==> src/rtl/mmio_bus_arbiter_if.sv <==
// Signal bundle between two MMIO masters, the FPro controller and mmio_bus_arbiter.
// The slave modport is the arbiter's view; master is the surrounding environment.
interface mmio_bus_arbiter_if #(
  parameter int ADDR_W = 21,
  parameter int DATA_W = 32
);
  logic              req_0, req_1;
  logic              wr_0, wr_1;
  logic              rd_0, rd_1;
  logic [ADDR_W-1:0] addr_0, addr_1;
  logic [DATA_W-1:0] wdata_0, wdata_1;
  logic              lock_0, lock_1;
  logic              busy_0, busy_1;
  logic              ack_0, ack_1;
  logic              err_0, err_1;
  logic [DATA_W-1:0] rdata_0, rdata_1;
  logic              mmio_cs, mmio_wr, mmio_rd;
  logic [ADDR_W-1:0] mmio_addr;
  logic [DATA_W-1:0] mmio_wr_data;
  logic [DATA_W-1:0] mmio_rd_data;

  modport slave (
    input  req_0, req_1, wr_0, wr_1, rd_0, rd_1, addr_0, addr_1,
    input  wdata_0, wdata_1, lock_0, lock_1, mmio_rd_data,
    output busy_0, busy_1, ack_0, ack_1, err_0, err_1, rdata_0, rdata_1,
    output mmio_cs, mmio_wr, mmio_rd, mmio_addr, mmio_wr_data
  );

  modport master (
    output req_0, req_1, wr_0, wr_1, rd_0, rd_1, addr_0, addr_1,
    output wdata_0, wdata_1, lock_0, lock_1, mmio_rd_data,
    input  busy_0, busy_1, ack_0, ack_1, err_0, err_1, rdata_0, rdata_1,
    input  mmio_cs, mmio_wr, mmio_rd, mmio_addr, mmio_wr_data
  );
endinterface

==> src/rtl/mmio_bus_arbiter.sv <==
// Two-master arbiter sharing one FPro MMIO bus: latched requests, round-robin with lock,
// one single-cycle bus transaction per grant. Define ARB_FIXED_PRIO_EN for master-0 priority.
module mmio_bus_arbiter #(
  parameter int ADDR_W = 21,
  parameter int DATA_W = 32
) (
  input  logic             clk,
  input  logic             reset,
  mmio_bus_arbiter_if.slave bus
);

  typedef enum logic [1:0] {IDLE, ISSUE, ACK} state_e;

  state_e            state_q, state_d;
  logic [1:0]        pend_q, pend_d;
  logic [1:0]        pend_wr_q, pend_wr_d;
  logic [1:0]        pend_rd_q, pend_rd_d;
  logic [1:0]        pend_lock_q, pend_lock_d;
  logic [ADDR_W-1:0] pend_addr_q [2];
  logic [ADDR_W-1:0] pend_addr_d [2];
  logic [DATA_W-1:0] pend_wdata_q [2];
  logic [DATA_W-1:0] pend_wdata_d [2];
  logic              win_q, win_d;
  logic              illegal_q, illegal_d;
  logic              op_rd_q, op_rd_d;
  logic              op_lock_q, op_lock_d;
  logic              lock_valid_q, lock_valid_d;
  logic              lock_owner_q, lock_owner_d;
  logic              rr_last_q, rr_last_d;
  logic [1:0]        ack_q, ack_d;
  logic [1:0]        err_q, err_d;
  logic [DATA_W-1:0] rdata_q [2];
  logic [DATA_W-1:0] rdata_d [2];
  logic              cs_q, cs_d;
  logic              mwr_q, mwr_d;
  logic              mrd_q, mrd_d;
  logic [ADDR_W-1:0] maddr_q, maddr_d;
  logic [DATA_W-1:0] mwdata_q, mwdata_d;

  logic [1:0]        req_in, wr_in, rd_in, lock_in;
  logic [ADDR_W-1:0] addr_in [2];
  logic [DATA_W-1:0] wdata_in [2];
  logic              grant_valid, grant;

  assign req_in      = {bus.req_1, bus.req_0};
  assign wr_in       = {bus.wr_1, bus.wr_0};
  assign rd_in       = {bus.rd_1, bus.rd_0};
  assign lock_in     = {bus.lock_1, bus.lock_0};
  assign addr_in[0]  = bus.addr_0;
  assign addr_in[1]  = bus.addr_1;
  assign wdata_in[0] = bus.wdata_0;
  assign wdata_in[1] = bus.wdata_1;

  // A valid lock owner that has nothing pending keeps the bus idle until it releases.
  always_comb begin
    grant_valid = 1'b0;
    grant       = 1'b0;
    if (lock_valid_q) begin
      grant_valid = pend_q[lock_owner_q];
      grant       = lock_owner_q;
    end else if (&pend_q) begin
      grant_valid = 1'b1;
`ifdef ARB_FIXED_PRIO_EN
      grant       = 1'b0;
`else
      grant       = ~rr_last_q;
`endif
    end else if (pend_q[0]) begin
      grant_valid = 1'b1;
      grant       = 1'b0;
    end else if (pend_q[1]) begin
      grant_valid = 1'b1;
      grant       = 1'b1;
    end
  end

  always_comb begin
    state_d      = state_q;
    pend_d       = pend_q;
    pend_wr_d    = pend_wr_q;
    pend_rd_d    = pend_rd_q;
    pend_lock_d  = pend_lock_q;
    pend_addr_d  = pend_addr_q;
    pend_wdata_d = pend_wdata_q;
    win_d        = win_q;
    illegal_d    = illegal_q;
    op_rd_d      = op_rd_q;
    op_lock_d    = op_lock_q;
    lock_valid_d = lock_valid_q;
    lock_owner_d = lock_owner_q;
    rr_last_d    = rr_last_q;
    ack_d        = '0;
    err_d        = '0;
    rdata_d      = rdata_q;
    cs_d         = cs_q;
    mwr_d        = mwr_q;
    mrd_d        = mrd_q;
    maddr_d      = maddr_q;
    mwdata_d     = mwdata_q;

    // A slot is busy until its ACK cycle ends, so capture never races the clear below.
    for (int unsigned i = 0; i < 2; i++) begin
      if (req_in[i] && !pend_q[i]) begin
        pend_d[i]       = 1'b1;
        pend_wr_d[i]    = wr_in[i];
        pend_rd_d[i]    = rd_in[i];
        pend_lock_d[i]  = lock_in[i];
        pend_addr_d[i]  = addr_in[i];
        pend_wdata_d[i] = wdata_in[i];
      end
    end

    case (state_q)
      IDLE: begin
        if (grant_valid) begin
          win_d     = grant;
          rr_last_d = grant;
          illegal_d = (pend_wr_q[grant] == pend_rd_q[grant]);
          op_rd_d   = pend_rd_q[grant];
          op_lock_d = pend_lock_q[grant];
          cs_d      = ~illegal_d;
          mwr_d     = ~illegal_d & pend_wr_q[grant];
          mrd_d     = ~illegal_d & pend_rd_q[grant];
          maddr_d   = illegal_d ? '0 : pend_addr_q[grant];
          mwdata_d  = illegal_d ? '0 : pend_wdata_q[grant];
          state_d   = ISSUE;
        end
      end
      ISSUE: begin
        cs_d         = 1'b0;
        mwr_d        = 1'b0;
        mrd_d        = 1'b0;
        maddr_d      = '0;
        mwdata_d     = '0;
        ack_d[win_q] = 1'b1;
        err_d[win_q] = illegal_q;
        if (!illegal_q && op_rd_q) rdata_d[win_q] = bus.mmio_rd_data;
        lock_valid_d = op_lock_q;
        lock_owner_d = win_q;
        state_d      = ACK;
      end
      ACK: begin
        pend_d[win_q] = 1'b0;
        state_d       = IDLE;
      end
      default: state_d = IDLE;
    endcase
  end

  always_ff @(posedge clk) begin
    if (!reset) begin
      state_q      <= IDLE;
      pend_q       <= '0;
      pend_wr_q    <= '0;
      pend_rd_q    <= '0;
      pend_lock_q  <= '0;
      pend_addr_q  <= '{default: '0};
      pend_wdata_q <= '{default: '0};
      win_q        <= 1'b0;
      illegal_q    <= 1'b0;
      op_rd_q      <= 1'b0;
      op_lock_q    <= 1'b0;
      lock_valid_q <= 1'b0;
      lock_owner_q <= 1'b0;
      rr_last_q    <= 1'b1;
      ack_q        <= '0;
      err_q        <= '0;
      rdata_q      <= '{default: '0};
      cs_q         <= 1'b0;
      mwr_q        <= 1'b0;
      mrd_q        <= 1'b0;
      maddr_q      <= '0;
      mwdata_q     <= '0;
    end else begin
      state_q      <= state_d;
      pend_q       <= pend_d;
      pend_wr_q    <= pend_wr_d;
      pend_rd_q    <= pend_rd_d;
      pend_lock_q  <= pend_lock_d;
      pend_addr_q  <= pend_addr_d;
      pend_wdata_q <= pend_wdata_d;
      win_q        <= win_d;
      illegal_q    <= illegal_d;
      op_rd_q      <= op_rd_d;
      op_lock_q    <= op_lock_d;
      lock_valid_q <= lock_valid_d;
      lock_owner_q <= lock_owner_d;
      rr_last_q    <= rr_last_d;
      ack_q        <= ack_d;
      err_q        <= err_d;
      rdata_q      <= rdata_d;
      cs_q         <= cs_d;
      mwr_q        <= mwr_d;
      mrd_q        <= mrd_d;
      maddr_q      <= maddr_d;
      mwdata_q     <= mwdata_d;
    end
  end

  assign bus.busy_0       = pend_q[0];
  assign bus.busy_1       = pend_q[1];
  assign bus.ack_0        = ack_q[0];
  assign bus.ack_1        = ack_q[1];
  assign bus.err_0        = err_q[0];
  assign bus.err_1        = err_q[1];
  assign bus.rdata_0      = rdata_q[0];
  assign bus.rdata_1      = rdata_q[1];
  assign bus.mmio_cs      = cs_q;
  assign bus.mmio_wr      = mwr_q;
  assign bus.mmio_rd      = mrd_q;
  assign bus.mmio_addr    = maddr_q;
  assign bus.mmio_wr_data = mwdata_q;

endmodule

==> src/flat_wrapper.sv <==
// flat-port wrapper written by rule: the top's interface ports become plain ports
module mmio_bus_arbiter_flat 
#(
  parameter int ADDR_W = 21,
  parameter int DATA_W = 32
)
  (clk, reset, bus_req_0, bus_req_1, bus_wr_0, bus_wr_1, bus_rd_0, bus_rd_1, bus_addr_0, bus_addr_1, bus_wdata_0, bus_wdata_1, bus_lock_0, bus_lock_1, bus_mmio_rd_data, bus_busy_0, bus_busy_1, bus_ack_0, bus_ack_1, bus_err_0, bus_err_1, bus_rdata_0, bus_rdata_1, bus_mmio_cs, bus_mmio_wr, bus_mmio_rd, bus_mmio_addr, bus_mmio_wr_data);
  mmio_bus_arbiter_if #(.ADDR_W(ADDR_W), .DATA_W(DATA_W)) bus_i ();
  input  logic clk;
  input  logic reset;
  input wire logic [$bits(bus_i.req_0)-1:0] bus_req_0;
  input wire logic [$bits(bus_i.req_1)-1:0] bus_req_1;
  input wire logic [$bits(bus_i.wr_0)-1:0] bus_wr_0;
  input wire logic [$bits(bus_i.wr_1)-1:0] bus_wr_1;
  input wire logic [$bits(bus_i.rd_0)-1:0] bus_rd_0;
  input wire logic [$bits(bus_i.rd_1)-1:0] bus_rd_1;
  input wire logic [$bits(bus_i.addr_0)-1:0] bus_addr_0;
  input wire logic [$bits(bus_i.addr_1)-1:0] bus_addr_1;
  input wire logic [$bits(bus_i.wdata_0)-1:0] bus_wdata_0;
  input wire logic [$bits(bus_i.wdata_1)-1:0] bus_wdata_1;
  input wire logic [$bits(bus_i.lock_0)-1:0] bus_lock_0;
  input wire logic [$bits(bus_i.lock_1)-1:0] bus_lock_1;
  input wire logic [$bits(bus_i.mmio_rd_data)-1:0] bus_mmio_rd_data;
  output wire logic [$bits(bus_i.busy_0)-1:0] bus_busy_0;
  output wire logic [$bits(bus_i.busy_1)-1:0] bus_busy_1;
  output wire logic [$bits(bus_i.ack_0)-1:0] bus_ack_0;
  output wire logic [$bits(bus_i.ack_1)-1:0] bus_ack_1;
  output wire logic [$bits(bus_i.err_0)-1:0] bus_err_0;
  output wire logic [$bits(bus_i.err_1)-1:0] bus_err_1;
  output wire logic [$bits(bus_i.rdata_0)-1:0] bus_rdata_0;
  output wire logic [$bits(bus_i.rdata_1)-1:0] bus_rdata_1;
  output wire logic [$bits(bus_i.mmio_cs)-1:0] bus_mmio_cs;
  output wire logic [$bits(bus_i.mmio_wr)-1:0] bus_mmio_wr;
  output wire logic [$bits(bus_i.mmio_rd)-1:0] bus_mmio_rd;
  output wire logic [$bits(bus_i.mmio_addr)-1:0] bus_mmio_addr;
  output wire logic [$bits(bus_i.mmio_wr_data)-1:0] bus_mmio_wr_data;
  assign bus_i.req_0 = bus_req_0;
  assign bus_i.req_1 = bus_req_1;
  assign bus_i.wr_0 = bus_wr_0;
  assign bus_i.wr_1 = bus_wr_1;
  assign bus_i.rd_0 = bus_rd_0;
  assign bus_i.rd_1 = bus_rd_1;
  assign bus_i.addr_0 = bus_addr_0;
  assign bus_i.addr_1 = bus_addr_1;
  assign bus_i.wdata_0 = bus_wdata_0;
  assign bus_i.wdata_1 = bus_wdata_1;
  assign bus_i.lock_0 = bus_lock_0;
  assign bus_i.lock_1 = bus_lock_1;
  assign bus_i.mmio_rd_data = bus_mmio_rd_data;
  assign bus_busy_0 = bus_i.busy_0;
  assign bus_busy_1 = bus_i.busy_1;
  assign bus_ack_0 = bus_i.ack_0;
  assign bus_ack_1 = bus_i.ack_1;
  assign bus_err_0 = bus_i.err_0;
  assign bus_err_1 = bus_i.err_1;
  assign bus_rdata_0 = bus_i.rdata_0;
  assign bus_rdata_1 = bus_i.rdata_1;
  assign bus_mmio_cs = bus_i.mmio_cs;
  assign bus_mmio_wr = bus_i.mmio_wr;
  assign bus_mmio_rd = bus_i.mmio_rd;
  assign bus_mmio_addr = bus_i.mmio_addr;
  assign bus_mmio_wr_data = bus_i.mmio_wr_data;
  mmio_bus_arbiter #(.ADDR_W(ADDR_W), .DATA_W(DATA_W)) u_core (.clk(clk), .reset(reset), .bus(bus_i));
endmodule
==> config.mk <==
export PLATFORM = sky130hd
export DESIGN_NAME = mmio_bus_arbiter_flat
export DESIGN_NICKNAME = d
export VERILOG_FILES = /design/src/rtl/mmio_bus_arbiter_if.sv /design/src/rtl/mmio_bus_arbiter.sv /design/src/flat_wrapper.sv
export SDC_FILE = /design/constraint.sdc
export NUM_CORES = 1
export LEC_CHECK = 0
export ABC_AREA = 1
export CAP_MARGIN = 30
export CORE_MARGIN = 1.5
export CORE_UTILIZATION = 48
export DETAILED_ROUTE_END_ITERATION = 10
export HOLD_SLACK_MARGIN = 0.06
export PLACE_DENSITY = 0.81
export SETUP_SLACK_MARGIN = 0.15
export SYNTH_ARGS = -nofsm -noshare
export SYNTH_HDL_FRONTEND = slang
export SYNTH_SLANG_ARGS = --single-unit
==> constraint.sdc <==
create_clock -name clk -period 2.2 [get_ports clk]
set_input_delay 0.44 -clock clk [delete_from_list [all_inputs] [get_ports clk]]
set_output_delay 0.44 -clock clk [all_outputs]
set_load 0.01 [all_outputs]
==> results.md <==
* Status: finished, final reports clean
* Crit path max fanout at 2
* WHS Path Cells at 2
* Final setup margin at 0.275 ns
* Post-DP Area at roughly 12000 um^2
* Final WL at a little under 30000 um
* Area leader, netlist: dfxtp_1
* Via Count at 9700
* Fmax at 519 MHz
* Setup CP Type: reg2out
* Iter 0 DRT Violations at a little under 700
* CTS clk-pin slew, worst paths at ~0.07 ns
* Worst VDD drop at ~0.77 mV
* Power consumption at 11.2 mW
* Startpoint types: flip-flop
* Sequential share of power at 43.5%
* Pre-CTS setup slack at around 0.24 ns
* DP HPWL at 19100 um
* Number of global-route vias before repair at ~8900
* Die Y-Extent at between 100 and 150 um
* Die area at approximately 21000 um^2
* Fin nets at roughly 1700
* Endpoints failing setup at 0
* Width of the chip at 144 um
* Clk_skew at 0.00509 ns
* Worst r2r path cells at 11
* Syn_nets at about 1400
* Row cnt at 51
* Core Box Area at between 15000 and 20000 um^2
* Post-synthesis sequential area ratio at 52.1%
* Final hold vios at 0
* Combinational share of power at 13.9%
* Minimum clock period at a little under 2 ns
* CTS tree: done
* GRT Residual Overflow at 0
* Drt first pass iters at 5
* Post-CTS Hold Buffers at 0
* Slowest-stage cell, CP: clkdlybuf4s50_1
* Clock power frac at between 40% and 50%
* Gr usage total at between 20% and 30%
* Final Util at 68.8%
* Worst flop-to-flop path startpoint: u_core.lock_valid_q
* Synthesized instance count at 1276
* Final ANT Viol Nets at 0
* Area growth from synthesis to layout at 41.1%
* Fin area at 13400 um^2
* Worst setup EP type: primary output
* Leakage at around 5.2 nW
* CP top delay family: buffers and inverters
* Total of max-cap violations at 0
* Synth cell types at 26
* Fin. max-slew vios at 0
* Worst path required time at between 1.5 and 2 ns
* WL/cell at approximately 16 um
* Seq cells post-synth at 247
* Worst Hold End: u_core.rr_last_q
* GPL Wtd Cong at 0.818
* Worst-Margin Slew at around 0.64 ns
* Syn avg cell area at roughly 7.4 um^2
* Max transition margin at a little under three fifths
* Switching share of power at 25.5%
* CTS Sinks at 247
* Netlist Area Pre-Place at between 9000 and 10000 um^2
* # IOs at around 270
* DRC Markers at 0
* Tcrit/Tclk final at 87.5%
* Int Power at about 8.3 mW
* Avg Vias per Cell at between 5 and 6
* Pin count of the biggest net entering global routing at 60
* Buf/Inv on CP at 1
* Switching power at around 2.9 mW
* Diode count at 0
* Yosys top cell area share at 52.1%
* Reg-to-Reg End: u_core.bus.mmio_wr_data[11]
* Initial antenna violation count at 1
* R2R Setup Slk at approximately 0.29 ns
* Crit path cell chain: clkdlybuf4s50_1
* Max clock buf depth at 3
* Synthesis Warnings at 0
* RSZ-0062 raised after global routing: true
* Slowest stage delay, CP at about 0.57 ns
* Critical Path AT at about 1.5 ns
* Layout cells sized above 1 at around 6.4%
* Total CTS buffers at 25
* First-pass GRT wire length at approximately 45000 um
* Hold path startpoint: reset
* Synth area leaders: dfxtp_1 52%, nand2_1 9.7%, nor2_1 9.2%
* Port Buffer Count at approximately 270
* Clock Latency Late Sink at 0.52 ns
* H-Tree Depth at 1
* Hold Crit Class: in2reg
* Initial Utilization at between 40% and 50%
* Final setup TNS at 0 ns
* Power Dens Cells at approximately 840 nW/um^2
* Root buffer cell: clkbuf_16
## layer usage
| layer | GRT usage [%] | routed length (um) |
|---|---|---|
| met1 | 33.7 | 11500 |
| met5 | 0 | 13 |
| met2 | 46.4 | 13800 |
| met3 | 6.50 | 3150 |
| met4 | 10.2 | 964 |
## final cells by class
type,count,area (um^2)
clock inverter,16,256
sequential,247,4950
multi-input combinational,907,4040
inverter,20,77.6
timing repair buffer,308,3070
clock buffer,29,681
fill,1599,6060
tap,265,332
## logic make-up after synthesis
kind of cell             after synthesis  synth area share (%)
buffers and inverters                122                  5.85
AND/OR/NAND/NOR                      661                  28.9
flip-flops                           247                  52.1
AO/OA/AOI/OAI                        244                  12.9
adder cells (fa/ha/maj)                2                 0.263
## synthesized netlist by cell type, drive strengths merged
cell and number:
or2 2, nor3 2, o22ai 2, clkbuf 61, clkinv 2, nand2 249, a21oi 123, nor2 234
ha 2, o21ai 119, buf 41, inv 18, dfxtp 247, nand3 174
## stage by stage
stage,cells,hold slack [ns]
after global placement,1746,0.446
after detailed placement,1746,0.450
after CTS,1791,0.289
final,1792,0.321
after global routing,1792,0.336
after floorplan,1276,0.430
## worst max path at each step
stage	end	start	cells past startpoint	slack, ns
2_1_floorplan	u_core.bus.mmio_addr[10]	u_core.pend_q[0]	12	0.19
3_3_place_gp	u_core.pend_addr_q[23]	bus_req_0	7	0.31
3_5_place_dp	u_core.bus.mmio_wr_data[22]	u_core.lock_valid_q	10	0.24
4_1_cts	bus_busy_0	u_core.pend_q[0]	2	0.16
5_1_grt	u_core.bus.mmio_wr_data[3]	u_core.lock_valid_q	11	0.14
6_report	bus_mmio_wr_data[31]	u_core.bus.mmio_wr_data[31]	1	0.27
## state kept, by name, summed over array words and instances (netlist names), 2 cells and up
name / count
u_core.err_q: 2
u_core.pend_wdata_q: 64
u_core.bus.mmio_addr: 21
u_core.state_q: 2
u_core.pend_lock_q: 2
u_core.bus.rdata_1: 32
u_core.bus.rdata_0: 32
u_core.ack_q: 2
u_core.pend_q: 2
u_core.pend_rd_q: 2
u_core.pend_addr_q: 42
u_core.pend_wr_q: 2
u_core.bus.mmio_wr_data: 32
## cells in the final DEF, fill, tap and decap left out, drive strengths merged
cell type	n
clkdlybuf4s50	270
nand2	249
dfxtp	247
nor2	234
nand3	174
a21oi	123
o21ai	119
buf	35
clkbuf	30
inv	19
bufinv	6
clkinvlp	6
clkinv	5
o22ai	2
dlymetal6s2s	2
or2	2
nor3	2
ha	2
## power groups by stage
stage	clock network, mW	registers [mW]	logic [mW]
4_1_cts	4.82	4.87	1.51
2_1_floorplan	0	4.95	0.799
3_3_place_gp	0	4.95	1.48
5_1_grt	5.01	4.89	1.69
6_report	4.77	4.87	1.55
3_5_place_dp	0	4.96	1.49
## repair_timing
| action | CTS | global route |
|---|---|---|
| resized for setup | 0 | 5 |
| buffers inserted | 0 | 0 |
| endpoints found under the setup margin | 0 | 51 |
(Power assumes the default switching activity.)
